$ cat src/rtl/jtframe_inputs_pkg.sv
`default_nettype none
// ============================================================================
// Package  : jtframe_inputs_pkg
// Purpose  : Shared PS/2 scan codes, HPS joystick bit indices and the
//            per-player active-high request record.
// Revision : 1.0 - initial release
// ============================================================================
package jtframe_inputs_pkg;

  // PS/2 set-2 scan codes recognised by the mapper
  localparam logic [7:0] c_KEY_UP     = 8'h75;
  localparam logic [7:0] c_KEY_DOWN   = 8'h72;
  localparam logic [7:0] c_KEY_LEFT   = 8'h6B;
  localparam logic [7:0] c_KEY_RIGHT  = 8'h74;
  localparam logic [7:0] c_KEY_BTN0   = 8'h14;
  localparam logic [7:0] c_KEY_BTN1   = 8'h11;
  localparam logic [7:0] c_KEY_BTN2   = 8'h29;
  localparam logic [7:0] c_KEY_BTN3   = 8'h12;
  localparam logic [7:0] c_KEY_START1 = 8'h05;
  localparam logic [7:0] c_KEY_START2 = 8'h06;
  localparam logic [7:0] c_KEY_COIN1  = 8'h04;
  localparam logic [7:0] c_KEY_PAUSE  = 8'h0C;
  localparam logic [7:0] c_KEY_TEST   = 8'h03;

  // Width of one HPS joystick word
  localparam int c_JOY_W = 16;

  // Start/coin/pause sit directly above the fire buttons in the HPS word
  function automatic int joy_start_idx(input int buttons);
    return 4 + buttons;
  endfunction

  function automatic int joy_coin_idx(input int buttons);
    return 5 + buttons;
  endfunction

  function automatic int joy_pause_idx(input int buttons);
    return 6 + buttons;
  endfunction

  // Active-high request for one player; dirs = {up,down,left,right}
  typedef struct packed {
    logic [3:0] dirs;
    logic [3:0] btn;
    logic       start;
    logic       coin;
    logic       pause;
  } req_t;

endpackage
`default_nettype wire

$ cat src/rtl/jtframe_input_player.sv
`default_nettype none
// ============================================================================
// Module   : jtframe_input_player
// Purpose  : Per-player output stage: opposite-direction filter, coin pulse
//            stretcher, button-0 autofire and active-low output registers.
// Revision : 1.0 - initial release
// ============================================================================
module jtframe_input_player
  import jtframe_inputs_pkg::*;
#(
  parameter int BUTTONS     = 2,
  parameter int COIN_W      = 16,
  parameter int AUTOFIRE_W  = 20,
  parameter int NO_OPPOSITE = 1
) (
  input  logic                 clk,
  input  logic                 rst_n,
  input  req_t                 req_i,
  input  logic                 autofire_en_i,
  output logic [BUTTONS+3:0]   joystick_o,
  output logic                 start_o,
  output logic                 coin_o
);

  localparam logic [COIN_W-1:0]     c_COIN_ONE = {{(COIN_W-1){1'b0}}, 1'b1};
  localparam logic [AUTOFIRE_W-1:0] c_AF_ONE   = {{(AUTOFIRE_W-1){1'b0}}, 1'b1};

  logic [3:0]            w_dirs;
  logic [BUTTONS-1:0]    w_btn_n;
  logic                  w_af_act;

  logic                  coin_prev_q;
  logic [COIN_W-1:0]     coin_cnt_q, coin_cnt_d;
  logic                  af_act_q;
  logic                  af_phase_q, af_phase_d;
  logic [AUTOFIRE_W-1:0] af_cnt_q, af_cnt_d;

  logic [BUTTONS+3:0]    joy_q;
  logic                  start_q, coin_q;

  assign w_af_act = autofire_en_i & req_i.btn[0];

  // Opposite directions cancel each other so the game never sees both
  always_comb begin
    w_dirs = req_i.dirs;
    if (NO_OPPOSITE != 0) begin
      if (req_i.dirs[3] & req_i.dirs[2]) w_dirs[3:2] = 2'b00;
      if (req_i.dirs[1] & req_i.dirs[0]) w_dirs[1:0] = 2'b00;
    end
  end

  // Coin counter: reload on every request rising edge, then run down to 0
  always_comb begin
    coin_cnt_d = coin_cnt_q;
    if (req_i.coin & ~coin_prev_q) begin
      coin_cnt_d = '1;
    end else if (coin_cnt_q != '0) begin
      coin_cnt_d = coin_cnt_q - c_COIN_ONE;
    end
  end

  // Autofire phase: asserted on press, toggles each time the counter wraps
  always_comb begin
    af_phase_d = af_phase_q;
    af_cnt_d   = af_cnt_q;
    if (!w_af_act) begin
      af_phase_d = 1'b0;
      af_cnt_d   = '0;
    end else if (!af_act_q) begin
      af_phase_d = 1'b1;
      af_cnt_d   = '0;
    end else begin
      af_cnt_d = af_cnt_q + c_AF_ONE;
      if (af_cnt_q == '1) af_phase_d = ~af_phase_q;
    end
  end

  // Button 0 is replaced by the autofire phase when autofire is enabled
  always_comb begin
    w_btn_n = ~req_i.btn[BUTTONS-1:0];
    if (autofire_en_i) w_btn_n[0] = ~af_phase_d;
  end

  // State and active-low output registers
  always_ff @(posedge clk or negedge rst_n) begin
    if (!rst_n) begin
      coin_prev_q <= 1'b0;
      coin_cnt_q  <= '0;
      af_act_q    <= 1'b0;
      af_phase_q  <= 1'b0;
      af_cnt_q    <= '0;
      joy_q       <= '1;
      start_q     <= 1'b1;
      coin_q      <= 1'b1;
    end else begin
      coin_prev_q <= req_i.coin;
      coin_cnt_q  <= coin_cnt_d;
      af_act_q    <= w_af_act;
      af_phase_q  <= af_phase_d;
      af_cnt_q    <= af_cnt_d;
      joy_q       <= {w_btn_n, ~w_dirs};
      start_q     <= ~req_i.start;
      coin_q      <= ~(req_i.coin | (coin_cnt_d != '0));
    end
  end

  assign joystick_o = joy_q;
  assign start_o    = start_q;
  assign coin_o     = coin_q;

endmodule
`default_nettype wire

$ cat src/rtl/jtframe_input_mapper.sv
`default_nettype none
// ============================================================================
// Module   : jtframe_input_mapper
// Purpose  : Input front-end between hps_io and the game core: PS/2 key
//            decode, joystick merge, pause toggle and per-player stages.
// Revision : 1.0 - initial release
// ============================================================================
module jtframe_input_mapper
  import jtframe_inputs_pkg::*;
#(
  parameter int PLAYERS     = 2,
  parameter int BUTTONS     = 2,
  parameter int COIN_W      = 16,
  parameter int AUTOFIRE_W  = 20,
  parameter int NO_OPPOSITE = 1
) (
  input  logic                           clk,
  input  logic                           rst_n,
  input  logic                           soft_rst,
  input  logic [10:0]                    ps2_key,
  input  logic [c_JOY_W*PLAYERS-1:0]     joy_in,
  input  logic [PLAYERS-1:0]             autofire_en,
  output logic [(4+BUTTONS)*PLAYERS-1:0] joystick,
  output logic [PLAYERS-1:0]             start_button,
  output logic [PLAYERS-1:0]             coin_input,
  output logic                           pause,
  output logic                           test
);

  localparam int c_START = joy_start_idx(BUTTONS);
  localparam int c_COIN  = joy_coin_idx(BUTTONS);
  localparam int c_PAUSE = joy_pause_idx(BUTTONS);
  localparam int c_PW    = 4 + BUTTONS;

  logic       tog_q;
  logic [3:0] kdir_q;      // {up,down,left,right}
  logic [3:0] kbtn_q;
  logic [1:0] kstart_q;
  logic       kcoin_q, kpause_q, ktest_q;
  logic       pause_q, pause_req_q, test_q;
  logic       w_ps2_ev, w_pause_req;

  // A flip of the toggle bit marks a new key event
  assign w_ps2_ev = ps2_key[10] ^ tog_q;

  // Key latches follow the pressed flag of each recognised event
  always_ff @(posedge clk or negedge rst_n) begin
    if (!rst_n) begin
      tog_q    <= 1'b0;
      kdir_q   <= '0;
      kbtn_q   <= '0;
      kstart_q <= '0;
      kcoin_q  <= 1'b0;
      kpause_q <= 1'b0;
      ktest_q  <= 1'b0;
    end else begin
      tog_q <= ps2_key[10];
      if (w_ps2_ev) begin
        case (ps2_key[7:0])
          c_KEY_UP:     kdir_q[3]   <= ps2_key[9];
          c_KEY_DOWN:   kdir_q[2]   <= ps2_key[9];
          c_KEY_LEFT:   kdir_q[1]   <= ps2_key[9];
          c_KEY_RIGHT:  kdir_q[0]   <= ps2_key[9];
          c_KEY_BTN0:   kbtn_q[0]   <= ps2_key[9];
          c_KEY_BTN1:   kbtn_q[1]   <= ps2_key[9];
          c_KEY_BTN2:   kbtn_q[2]   <= ps2_key[9];
          c_KEY_BTN3:   kbtn_q[3]   <= ps2_key[9];
          c_KEY_START1: kstart_q[0] <= ps2_key[9];
          c_KEY_START2: kstart_q[1] <= ps2_key[9];
          c_KEY_COIN1:  kcoin_q     <= ps2_key[9];
          c_KEY_PAUSE:  kpause_q    <= ps2_key[9];
          c_KEY_TEST:   ktest_q     <= ps2_key[9];
          default: ;
        endcase
      end
    end
  end

  // Pause is requested by the keyboard or by any player's pause bit
  always_comb begin
    w_pause_req = kpause_q;
    for (int p = 0; p < PLAYERS; p++) begin
      w_pause_req = w_pause_req | joy_in[c_JOY_W*p + c_PAUSE];
    end
  end

  // Pause toggles on request edges; soft reset clears it and wins over a toggle
  always_ff @(posedge clk or negedge rst_n) begin
    if (!rst_n) begin
      pause_q     <= 1'b0;
      pause_req_q <= 1'b0;
      test_q      <= 1'b1;
    end else begin
      pause_req_q <= w_pause_req;
      test_q      <= ~ktest_q;
      if (soft_rst) begin
        pause_q <= 1'b0;
      end else if (w_pause_req & ~pause_req_q) begin
        pause_q <= ~pause_q;
      end
    end
  end

  assign pause = pause_q;
  assign test  = test_q;

  genvar p;
  generate
    for (p = 0; p < PLAYERS; p++) begin : g_player
      req_t w_req;

      // Merge the HPS joystick word with the keyboard (player 1 and starts)
      always_comb begin
        w_req                  = '0;
        w_req.dirs             = joy_in[c_JOY_W*p +: 4];
        w_req.btn[BUTTONS-1:0] = joy_in[c_JOY_W*p+4 +: BUTTONS];
        w_req.start            = joy_in[c_JOY_W*p + c_START];
        w_req.coin             = joy_in[c_JOY_W*p + c_COIN];
        w_req.pause            = joy_in[c_JOY_W*p + c_PAUSE];
        if (p == 0) begin
          w_req.dirs             = w_req.dirs | kdir_q;
          w_req.btn[BUTTONS-1:0] = w_req.btn[BUTTONS-1:0] | kbtn_q[BUTTONS-1:0];
          w_req.start            = w_req.start | kstart_q[0];
          w_req.coin             = w_req.coin | kcoin_q;
        end
        if (p == 1) begin
          w_req.start = w_req.start | kstart_q[1];
        end
      end

      jtframe_input_player #(
        .BUTTONS     (BUTTONS),
        .COIN_W      (COIN_W),
        .AUTOFIRE_W  (AUTOFIRE_W),
        .NO_OPPOSITE (NO_OPPOSITE)
      ) u_player (
        .clk           (clk),
        .rst_n         (rst_n),
        .req_i         (w_req),
        .autofire_en_i (autofire_en[p]),
        .joystick_o    (joystick[c_PW*p +: c_PW]),
        .start_o       (start_button[p]),
        .coin_o        (coin_input[p])
      );
    end
  endgenerate

endmodule
`default_nettype wire

$ cat config.mk
export PLATFORM = sky130hd
export DESIGN_NAME = jtframe_input_mapper
export DESIGN_NICKNAME = d
export VERILOG_FILES = /design/src/rtl/jtframe_inputs_pkg.sv /design/src/rtl/jtframe_input_player.sv /design/src/rtl/jtframe_input_mapper.sv
export SDC_FILE = /design/constraint.sdc
export NUM_CORES = 1
export LEC_CHECK = 0
export CORE_UTILIZATION = 45
export DETAILED_ROUTE_END_ITERATION = 8
export GPL_TIMING_DRIVEN = 0
export PLACE_DENSITY = 0.67
export RECOVER_POWER = 25
export SETUP_SLACK_MARGIN = 0.15
export SYNTH_ARGS = -nofsm -noshare
export SYNTH_HDL_FRONTEND = slang
export SYNTH_SLANG_ARGS = --single-unit
export TNS_END_PERCENT = 10
$ cat constraint.sdc
create_clock -name clk -period 3.1 [get_ports clk]
set_clock_uncertainty 0.1 [all_clocks]
set_input_delay 0.465 -clock clk [delete_from_list [all_inputs] [get_ports clk]]
set_output_delay 0.465 -clock clk [all_outputs]
set_load 0.1 [all_outputs]
After elaboration in Yosys (flattened, before gate mapping)
Index checks and enable logic that the tools add are counted.
{"block": "classes", "bitwise_logic": 36, "eq_ne": 13, "n_reduce_logical": 16, "n_mux": 22, "add_sub_neg": 4}
{"operator": "20-bit two-way mux", "count": 4}
{"operator": "16-bit two-way mux", "count": 4}
{"operator": "16-bit nonzero test", "count": 4}
{"operator": "20-bit by 1-bit adder with 20-bit output (second input constant)", "count": 2}
{"operator": "20-bit equality test (second input constant)", "count": 2}
{"operator": "8-bit by 7-bit equality test with 1-bit output (second input constant)", "count": 4}
{"operator": "16-bit by 1-bit subtractor with 16-bit output (second input constant)", "count": 2}
{"operator": "8-bit by 3-bit equality test with 1-bit output (second input constant)", "count": 3}
{"operator": "2-bit AND reduction", "count": 11}
{"operator": "8-bit by 5-bit equality test with 1-bit output (second input constant)", "count": 2}
{"operator": "1-bit inverter", "count": 13}
{"operator": "1-bit two-way mux", "count": 10}
{"operator": "1-bit bitwise AND", "count": 9}
{"operator": "8-bit by 2-bit equality test with 1-bit output (second input constant)", "count": 1}
{"operator": "8-bit by 4-bit equality test with 1-bit output (second input constant)", "count": 1}
{"operator": "2-bit two-way mux", "count": 4}
{"operator": "4-bit inverter", "count": 2}
{"operator": "1-bit OR", "count": 7}
{"operator": "2-bit inverter", "count": 2}
{"operator": "4-bit OR", "count": 1}
{"operator": "2-bit OR", "count": 1}
{"operator": "2-bit nonzero test", "count": 1}
{"operator": "1-bit XOR", "count": 1}
{"block": "totals", "out_inout_bits": 18, "reg_bits": 109}

Depth between registers and ports, before layout
Gate-level depths: netlist of run 1.
{"block": "depth", "ltp_word": 6, "ltp_mapped": 10}

By module
Synthesis of run 1 repeated with hierarchy kept, for this count alone.
{"block": "hier_totals", "cells_unflattened": 520, "area_unflattened_um2": 5340.1}
{"module": "jtframe_input_player at g_player[1].u_player", "n_inst": 1, "cells_per_inst": 226, "area_each_um2": 2278.4, "seq_area_each_um2": 1186.1}
{"module": "jtframe_input_player at g_player[0].u_player", "n_inst": 1, "cells_per_inst": 225, "area_each_um2": 2270.9, "seq_area_each_um2": 1186.1}
{"module": "jtframe_input_mapper", "n_inst": 1, "cells_per_inst": 69, "area_each_um2": 790.8, "seq_area_each_um2": 376.6}

Least setup slack after synthesis of run 1
No wires, ideal clock.
{"block": "synth_timing", "path_type": "reg-to-reg", "startpoint": "register g_player[0].u_player.coin_cnt_q[0]", "endpoint": "register g_player[0].u_player.coin_q", "required_ns": 2.910, "synth_period_minus_slack_ns": 2.732, "arrival_ns": 2.542, "stages_incl_launch_ff": 10, "n_path_buf": 0, "path_slack_ns": 0.368, "cell_sequence": "dfrtp_1 -> inv_1 -> ha_1 -> nor3b_1 -> nand2_1 -> or4_2 -> a21oi_1 -> nand3_1 -> or4_1 -> nor4_2"}
{"block": "synth_between", "elab_chain_cells": 6, "elab_cells_between_ends": 7}
{"element": "start, declared", "line_no": "jtframe_input_player.sv:33", "rtl": "logic [COIN_W-1:0] coin_cnt_q, coin_cnt_d;"}
{"element": "start signal, assigned", "line_no": "jtframe_input_player.sv:97", "rtl": "coin_cnt_q <= coin_cnt_d;"}
{"element": "16-bit by 1-bit subtractor with 16-bit output or 16-bit nonzero test (tied branches)", "line_no": "jtframe_input_player.sv:58, jtframe_input_player.sv:57"}
{"element": "16-bit two-way mux *", "line_no": "jtframe_input_player.sv:57", "rtl": "end else if (coin_cnt_q != '0) begin"}
{"element": "16-bit two-way mux *", "line_no": "jtframe_input_player.sv:55", "rtl": "if (req_i.coin & ~coin_prev_q) begin"}
{"element": "16-bit nonzero test *", "line_no": "jtframe_input_player.sv:103", "rtl": "coin_q <= ~(req_i.coin | (coin_cnt_d != '0));"}
{"element": "1-bit OR *", "line_no": "jtframe_input_player.sv:103"}
{"element": "1-bit inverter *", "line_no": "jtframe_input_player.sv:103"}
{"element": "end signal, assigned", "line_no": "jtframe_input_player.sv:103"}
{"element": "end, declared", "line_no": "jtframe_input_player.sv:39", "rtl": "logic start_q, coin_q;"}
Every way passes the cells marked *; elsewhere a longest branch is shown, timed or not.
A chain may end at the register's enable or synchronous reset.

Worst setup path after layout of run 1
Same ends and word-level chain as after synthesis.

==> flow_summary.toml, run 1 <==
[logic_synthesis]
ys_warn_count = 0
syn_nets = 567
synth_top_cells_by_area = "dfrtp_1 45%, dfstp_2 8.7%, xor2_1 4.8%"
ys_types = 51
synth_ff_type = "dfrtp_1"
synth_edf_count = 0
syn_inst = 513
syn_area_um2 = 5160
synth_top_area_share_pct = 44.6
ys_seq_elements = 109
ys_seq_area_share_pct = 53.3
yosysTopAreaCell = "dfrtp_1"
avgSynthCellArea_um2 = 10.1
synth-async-reset-ratio_pct = 100

[flow_run]
maxCapViolCount = 0

[critical_path]
crit_type = "reg -> reg"
arrival_ns = 3.04
path_cells = "inv_1 > ha_2 > nor3b_2 > nand2_2 > or4_2 > a21oi_2 > nand3_1 > or4_1 > nor4_2"
cp-end-kind = "flop"
cp-start-kind = "flop"
rrSetupSlack_ns = 0.22
slowest_delay_ns = 0.59
required_ns = 3.26
crit-reg2reg-launch = "g_player[0].u_player.coin_cnt_q[0]"
startpoint = "g_player[0].u_player.coin_cnt_q[0]"
cp_slowest_cell = "or4_2"
crit_fanout = 5

[route]
vias = 3862
avgViaCountPerCell = 5.35
routed_wl_mm = 10.1
drcViolationCount = 0
first_iter_violations = 153
drtPass1Iterations = 4
antenna_left = 0
detail_route.wl_per_cell_um = 14.0

[placement]
gp_congestion = 0.843
dp_hpwl_mm = 7.27
place_inst = 704
io_buffers = 50

[timing]
max_slew_margin_pct = 13.7
setup_viol = 0
fmax_ghz = 0.347
rsz0062_at_grt = "true"
fin_crit_ns = 2.88
slew_viol_final = 0
tightestPinTransition_ns = 1.29
finalHoldViolCount = 0
fin_crit_sh_pct = 92.9

[global_route]
antenna_found_initial = 0
track_usage_pct = 18.7
grt_overflow = 0
grt_pass1_vias = 3788
grt_pass1_wl_mm = 17.2
grt_max_degree = 60

[die]
die_x_um = 109
die_y_um = 109
rows = 38
ioPinCount = 66
initial_core_util_pct = 47.0
core-area_um2 = 11000
dieArea_um2 = 11900

[power]
ir_drop_uv = 366
total_power_mw = 3.13
power_density_nw_per_um2 = 505
leakagePower_nw = 2.34

[finish]
mostFrequentLayoutCells = "92 x dfrtp_1, 60 x nor2_1, 50 x nand2_1"
fill_cells = 958
instances_no_fill = 722
final_common_cell = "dfrtp_1"
multi_input_area_um2 = 2300
num_antenna_cells = 0
final_util_pct = 56.4
final_nets = 631
drive_gt1_share_pct = 11.3
seq_area_um2 = 2750
syn2layout_area_growth_pct = 20.2

[cts]
numCtsBuffers = 9
root_buffer = "clkbuf_16"
path_clk_slew_ns = 0.07
htreeDepth = 3
ctsHoldBuffers = 0
clockBufferDepth = 2
clk_latency_ns = 0.35
cts.sinks = 109
cts_tree = "built"

[min_path]
hold_class = "in -> async"

[outcome]
status = "finished clean"
layer usage:
metal | share of wire, % | global-route usage [%] | routed length [um] | vias to the layer above
met4 | 1.8 | 6.85 | 181 | 0
met2 | 47 | 29.5 | 4810 | 67
li1 | - | - | - | 1913
met1 | 46 | 24.0 | 4640 | 1866
met5 | 0 | 0 | 0 | -
met3 | 5.0 | 5.98 | 503 | 16
metrics by stage:
step | setup slack (ns) | TNS [ns] | hold slack, ns | cell area (um2)
floorplan | 0.368 | 0 | 0.0694 | 5160
global placement | -2.63 | -263.80 | 0.281 | 5840
detailed placement | 0.101 | 0 | 0.279 | 5860
CTS | 0.182 | 0 | 0.0646 | 6180
global route | 0.0533 | 0 | 0.307 | 6200
finish | 0.219 | 0 | 0.285 | 6200
area by class of cell:
cell class,instances,area share (%)
buffer,13,1.07
clock buffer,15,4.48
clock inverter,1,0.484
inverter,16,0.969
multi-input combinational,375,37.2
sequential,109,44.3
tap,140,2.83
timing repair buffer,53,8.68
power by group:
| group | leakage, nW | internal [mW] | switching, mW |
|---|---|---|---|
| clock | 0.150 | 0.694 | 0.485 |
| sequential | 1.29 | 1.49 | 0.0568 |
| combinational | 0.901 | 0.149 | 0.250 |
| total | 2.34 | 2.34 | 0.792 |
critical path, delay by kind of cell, from the launching register on:
family                   cells  cell delay [ns]
AO/OA/AOI/OAI                1             0.21
AND/OR/NAND/NOR              6             1.73
adder cells (fa/ha/maj)      1             0.22
flip-flops                   1             0.44
buffers and inverters        1             0.11
kinds of logic after synthesis:
| family | count (synthesis) | share of synthesized area, % |
|---|---|---|
| multiplexers | 11 | 2.38 |
| AND/OR/NAND/NOR | 253 | 25.2 |
| buffers and inverters | 29 | 2.45 |
| adder cells (fa/ha/maj) | 6 | 1.45 |
| XOR/XNOR | 52 | 8.83 |
| AO/OA/AOI/OAI | 53 | 6.43 |
| flip-flops | 109 | 53.3 |
state kept, by name, indices dropped and copies added, names as in the netlist:
register,flops
test,1
g_player.u_player.joystick_o,12
kstart_q,2
g_player.u_player.coin_o,2
kdir_q,4
g_player.u_player.coin_prev_q,2
kpause_q,1
ktest_q,1
g_player.u_player.af_act_q,2
g_player.u_player.start_o,2
tog_q,1
pause_req_q,1
g_player.u_player.af_cnt_q,40
g_player.u_player.coin_cnt_q,32
g_player.u_player.af_phase_q,2
kcoin_q,1
pause,1
kbtn_q,2
cells in the mapped netlist (15+ instances only):
cell,instances
nor3_1,23
a21oi_1,15
dfrtp_1,92
xnor2_1,24
nand2_1,51
inv_1,16
dfstp_2,17
nor2_1,60
xor2_1,28
o21ai_0,18
nand3_1,30
what timing repair did:
| action | CTS | global route |
|---|---|---|
| buffers inserted | 0 | 2 |
| resized for setup | 3 | 2 |
| setup endpoints to repair | 1 | 2 |
final timing paths:
path                                                      endpoint  cells after the start
worst max-delay path                   g_player[0].u_player.coin_o                      9
worst min-delay path            g_player[0].u_player.coin_cnt_q[2]                      1
worst max register to register         g_player[0].u_player.coin_o                      9
worst min register to register                                test                      1
max in group asynchronous             g_player[0].u_player.start_o                      2
min in group clk                                              test                      1
No activity file was read; power rests on OpenSTA's default activity.
==> inputs of run 2 (changes only) <==
==> constraint.sdc (replaced) <==
create_clock -name clk -period 3.1 [get_ports clk]
set_clock_uncertainty 0.1 [all_clocks]
set_input_delay 0.93 -clock clk [delete_from_list [all_inputs] [get_ports clk]]
set_output_delay 0.93 -clock clk [all_outputs]
set_load 0.1 [all_outputs]
==> flow_summary.toml, run 2 (same netlist as run 1, synthesis figures left out) <==
[global_route]
grt_max_degree = 60
grt_pass1_wl_mm = 17.2
track_usage_pct = 18.7
grt_pass1_vias = 3791
antenna_found_initial = 0
grt_overflow = 0

[timing]
fmax_ghz = 0.347
finalHoldViolCount = 0
fin_crit_sh_pct = 92.9
max_slew_margin_pct = 13.7
rsz0062_at_grt = "true"
tightestPinTransition_ns = 1.29
slew_viol_final = 0
setup_viol = 0
fin_crit_ns = 2.88

[die]
dieArea_um2 = 11900
core-area_um2 = 11000
die_x_um = 109
die_y_um = 109
rows = 38
initial_core_util_pct = 47.0
ioPinCount = 66

[route]
first_iter_violations = 153
drtPass1Iterations = 4
detail_route.wl_per_cell_um = 14.1
routed_wl_mm = 10.2
drcViolationCount = 0
avgViaCountPerCell = 5.35
antenna_left = 0
vias = 3864

[critical_path]
crit_fanout = 5
rr_worst_depth = 9
cp-start-kind = "flop"
rrSetupSlack_ns = 0.22
startpoint = "g_player[0].u_player.coin_cnt_q[0]"
crit_type = "reg -> reg"
arrival_ns = 3.04
cp-end-kind = "flop"
required_ns = 3.26
crit-reg2reg-launch = "g_player[0].u_player.coin_cnt_q[0]"
r2r-end = "g_player[0].u_player.coin_o"
crit_path_end = "g_player[0].u_player.coin_o"

[cts]
htreeDepth = 3
path_clk_slew_ns = 0.07
root_buffer = "clkbuf_16"
clockBufferDepth = 2
clk_latency_ns = 0.35
numCtsBuffers = 9
cts.sinks = 109
cts_tree = "built"
ctsHoldBuffers = 0

[power]
power_density_nw_per_um2 = 506
intPower_mw = 2.33
leakagePower_nw = 2.35
p_switching_uw = 793
swShare_pct = 25.4
total_power_mw = 3.12
comb_power_share_pct = 12.5
clkPwrFrac_pct = 37.8
ir_drop_uv = 366
seqPwrFrac_pct = 49.6

[finish]
design_area_um2 = 6170
num_antenna_cells = 0
drive_gt1_share_pct = 11.9
max_flop_register = "g_player.u_player.af_cnt_q"
largest_register_ffs = 40
syn2layout_area_growth_pct = 19.7
instances_no_fill = 722
final_util_pct = 56.2
final_common_cell = "dfrtp_1"
mostFrequentLayoutCells = "92 x dfrtp_1, 60 x nor2_1, 50 x nand2_1"
final_nets = 631

[outcome]
status = "finished clean"

[placement]
io_buffers = 50
dp_hpwl_mm = 7.27
gp_congestion = 0.843
place_area_um2 = 5860
place_inst = 704

[min_path]
hold_class = "reg -> reg"

[flow_run]
maxCapViolCount = 0
-- run 2: through the flow --
step / setup WS (ns) / TNS (ns) / hold WS (ns)
after global placement: -3.10 / -314.49 / 0.281
after global routing: 0.0533 / 0 / 0.307
after floorplan: 0.368 / 0 / 0.245
after detailed placement: 0.101 / 0 / 0.279
final: 0.219 / 0 / 0.300
after CTS: 0.182 / 0 / 0.287
-- run 2: power groups by stage --
stage               Combinational (mW)  Sequential (mW)  Clock (mW)
floorplan                        0.183             1.64           0
global placement                 0.389             1.57           0
detailed placement               0.403             1.58           0
CTS                              0.398             1.55        1.22
global route                     0.435             1.56        1.26
finish                           0.392             1.55        1.18
-- run 2: layout make-up --
class | instances | area, um2
flip-flops and latches | 109 | 2750
repair buffers | 53 | 513
clock inverters | 1 | 30.0
fillers | 961 | 4810
multi-input cells | 375 | 2300
clock buffers | 15 | 278
inverters | 16 | 60.1
plain buffers | 13 | 66.3
well taps | 140 | 175
-- run 2: worst min-delay path by stage --
stage,start,end,slack [ns],depth (start not counted)
after floorplan,ktest_q,test,0.25,1
after global placement,kbtn_q[1],g_player[0].u_player.joystick_o[5],0.28,1
after detailed placement,ktest_q,test,0.28,1
after CTS,ktest_q,test,0.29,1
after global routing,ktest_q,test,0.31,1
final,ktest_q,test,0.30,1
-- run 2: worst max-delay path, stage by stage (launching register included) --
cell and delay, ns:
dfrtp_1 0.44, inv_1 0.11, ha_2 0.22, nor3b_2 0.19, nand2_2 0.10, or4_2 0.59, a21oi_2 0.21, nand3_1 0.09
or4_1 0.50, nor4_2 0.26
-- run 2: per-layer routing --
metal | share of wire (%) | GRT usage (%) | vias up
met5 | 0 | 0 | -
met4 | 1.8 | 6.85 | 0
met3 | 5.1 | 5.98 | 16
met2 | 47 | 29.6 | 69
met1 | 46 | 24.0 | 1864
li1 | - | - | 1915
-- run 2: repair_timing --
item,CTS,global route
gates resized for setup,20,2
setup buffers,0,2
endpoints found under the setup margin,18,2
==> inputs of run 3 (changes only) <==
--- a/config.mk
+++ b/config.mk
@@ -10,7 +10,7 @@
 export GPL_TIMING_DRIVEN = 0
 export PLACE_DENSITY = 0.67
 export RECOVER_POWER = 25
-export SETUP_SLACK_MARGIN = 0.15
+export SETUP_SLACK_MARGIN = 0.3
 export SYNTH_ARGS = -nofsm -noshare
 export SYNTH_HDL_FRONTEND = slang
 export SYNTH_SLANG_ARGS = --single-unit
==> flow_summary.toml, run 3 (same netlist as run 1, synthesis figures left out) <==
[outcome]
status = "finished clean"

[critical_path]
arrival_ns = 2.00
cp-end-kind = "primary output"
rrSetupSlack_ns = 0.16
crit-reg2reg-launch = "g_player[0].u_player.coin_cnt_q[0]"
crit_path_end = "joystick[4]"
startpoint = "g_player[0].u_player.joystick_o[4]"
path_cells = "clkdlybuf4s50_1"
r2r-end = "g_player[0].u_player.coin_o"
required_ns = 2.07
cp-start-kind = "flop"
crit_family = "buffers and inverters"
slowest_delay_ns = 1.12
crit_type = "reg -> out"
cp.depth = 1
rr_worst_depth = 9
cp_slowest_cell = "clkdlybuf4s50_1"
worst-path-buf-inv = 1
crit_fanout = 1

[cts]
clk_latency_ns = 0.35
cts.sinks = 109
path_clk_slew_ns = 0.07
cts_tree = "built"
htreeDepth = 3
clockBufferDepth = 2
root_buffer = "clkbuf_16"
cts_setup_buffers = 0
numCtsBuffers = 9
ctsHoldBuffers = 0

[finish]
final_common_cell = "dfrtp_1"
instances_no_fill = 720
syn2layout_area_growth_pct = 19.7
final_nets = 629
num_antenna_cells = 0
fill_cells = 963
multi_input_area_um2 = 2300
design_area_um2 = 6180
largest_register_ffs = 40
seq_area_um2 = 2750
drive_gt1_share_pct = 11.0
mostFrequentLayoutCells = "92 x dfrtp_1, 60 x nor2_1, 50 x nand2_1"
max_flop_register = "g_player.u_player.af_cnt_q"

[timing]
fin_crit_ns = 3.03
tightestPinTransition_ns = 1.29
finalHoldViolCount = 0
tns_ns = 0
max_slew_margin_pct = 13.7
fmax_ghz = 0.330
setup_viol = 0
layout_setup_ws_ns = 0.0718
slew_viol_final = 0
fin_crit_sh_pct = 97.7
rsz0062_at_grt = "true"

[placement]
place_area_um2 = 5860
pre_cts_slack_ns = 0.101
io_buffers = 50
dp_hpwl_mm = 7.27
place_inst = 704
gp_congestion = 0.843

[route]
first_iter_violations = 143
drcViolationCount = 0
vias = 3848
routed_wl_mm = 10.1
drtPass1Iterations = 4
detail_route.wl_per_cell_um = 14.1
antenna_left = 0
avgViaCountPerCell = 5.34

[power]
leakagePower_nw = 2.35
power_density_nw_per_um2 = 506
intPower_mw = 2.34
ir_drop_uv = 366
p_switching_uw = 791
total_power_mw = 3.13
seqPwrFrac_pct = 49.6
swShare_pct = 25.3
clkPwrFrac_pct = 37.7
comb_power_share_pct = 12.7

[min_path]
hold_class = "reg -> reg"

[die]
die_y_um = 109
die_x_um = 109
initial_core_util_pct = 47.0
dieArea_um2 = 11900
rows = 38
core-area_um2 = 11000
ioPinCount = 66

[flow_run]
maxCapViolCount = 0

[global_route]
grt_pass1_vias = 3780
antenna_found_initial = 0
track_usage_pct = 18.7
grt_pass1_wl_mm = 17.2
grt_overflow = 0
grt_max_degree = 60
-- run 3: cell count changes in the layout (fill, tap and decap cells not counted), sizes merged --
cell / before / now
clkdlybuf4s50: 24 / 35
dlygate4sd2: 14 / 4
buf: 11 / 6
clkdlybuf4s15: 0 / 1
dlymetal6s2s: 0 / 1
-- run 3: worst min-delay path by stage --
stage | from | endpoint | slack, ns | depth (start not counted)
after floorplan | ktest_q | test | 0.25 | 1
after global placement | kbtn_q[1] | g_player[0].u_player.joystick_o[5] | 0.28 | 1
after detailed placement | ktest_q | test | 0.28 | 1
after CTS | ktest_q | test | 0.29 | 1
after global routing | ktest_q | test | 0.31 | 1
final | ktest_q | test | 0.30 | 1
-- run 3: what timing repair did --
| action | in CTS | in global routing |
|---|---|---|
| gates cloned | 0 | 0 |
| gates resized for setup | 7 | 5 |
| setup endpoints to repair | 20 | 20 |
-- run 3: area by class of cell --
class | count | area share (%)
Tap cell | 140 | 2.84
Sequential cell | 109 | 44.5
Multi-Input combinational cell | 375 | 37.2
Buffer | 13 | 1.07
Timing Repair Buffer | 51 | 8.44
Inverter | 16 | 0.972
Clock buffer | 15 | 4.50
Clock inverter | 1 | 0.486
-- run 3: power groups by stage --
stage	Clock [mW]	Combinational [mW]	Sequential, mW
after floorplan	0	0.183	1.64
after global placement	0	0.389	1.57
after global routing	1.26	0.441	1.56
after detailed placement	0	0.403	1.58
after CTS	1.22	0.403	1.55
final	1.18	0.398	1.55
-- run 3: per-stage QoR --
stage,hold WS (ns),util [%]
floorplan,0.245,-
global placement,0.281,53.1
detailed placement,0.279,53.4
CTS,0.287,56.1
global route,0.307,56.3
finish,0.300,56.3
-- run 3: metal layers --
layer	vias to the layer above	GRT usage, %	wire (um)
met1	1863	24.0	4660
met4	0	6.85	165
met3	14	5.98	487
met2	62	29.5	4810
li1	1909	-	-
met5	-	0	0
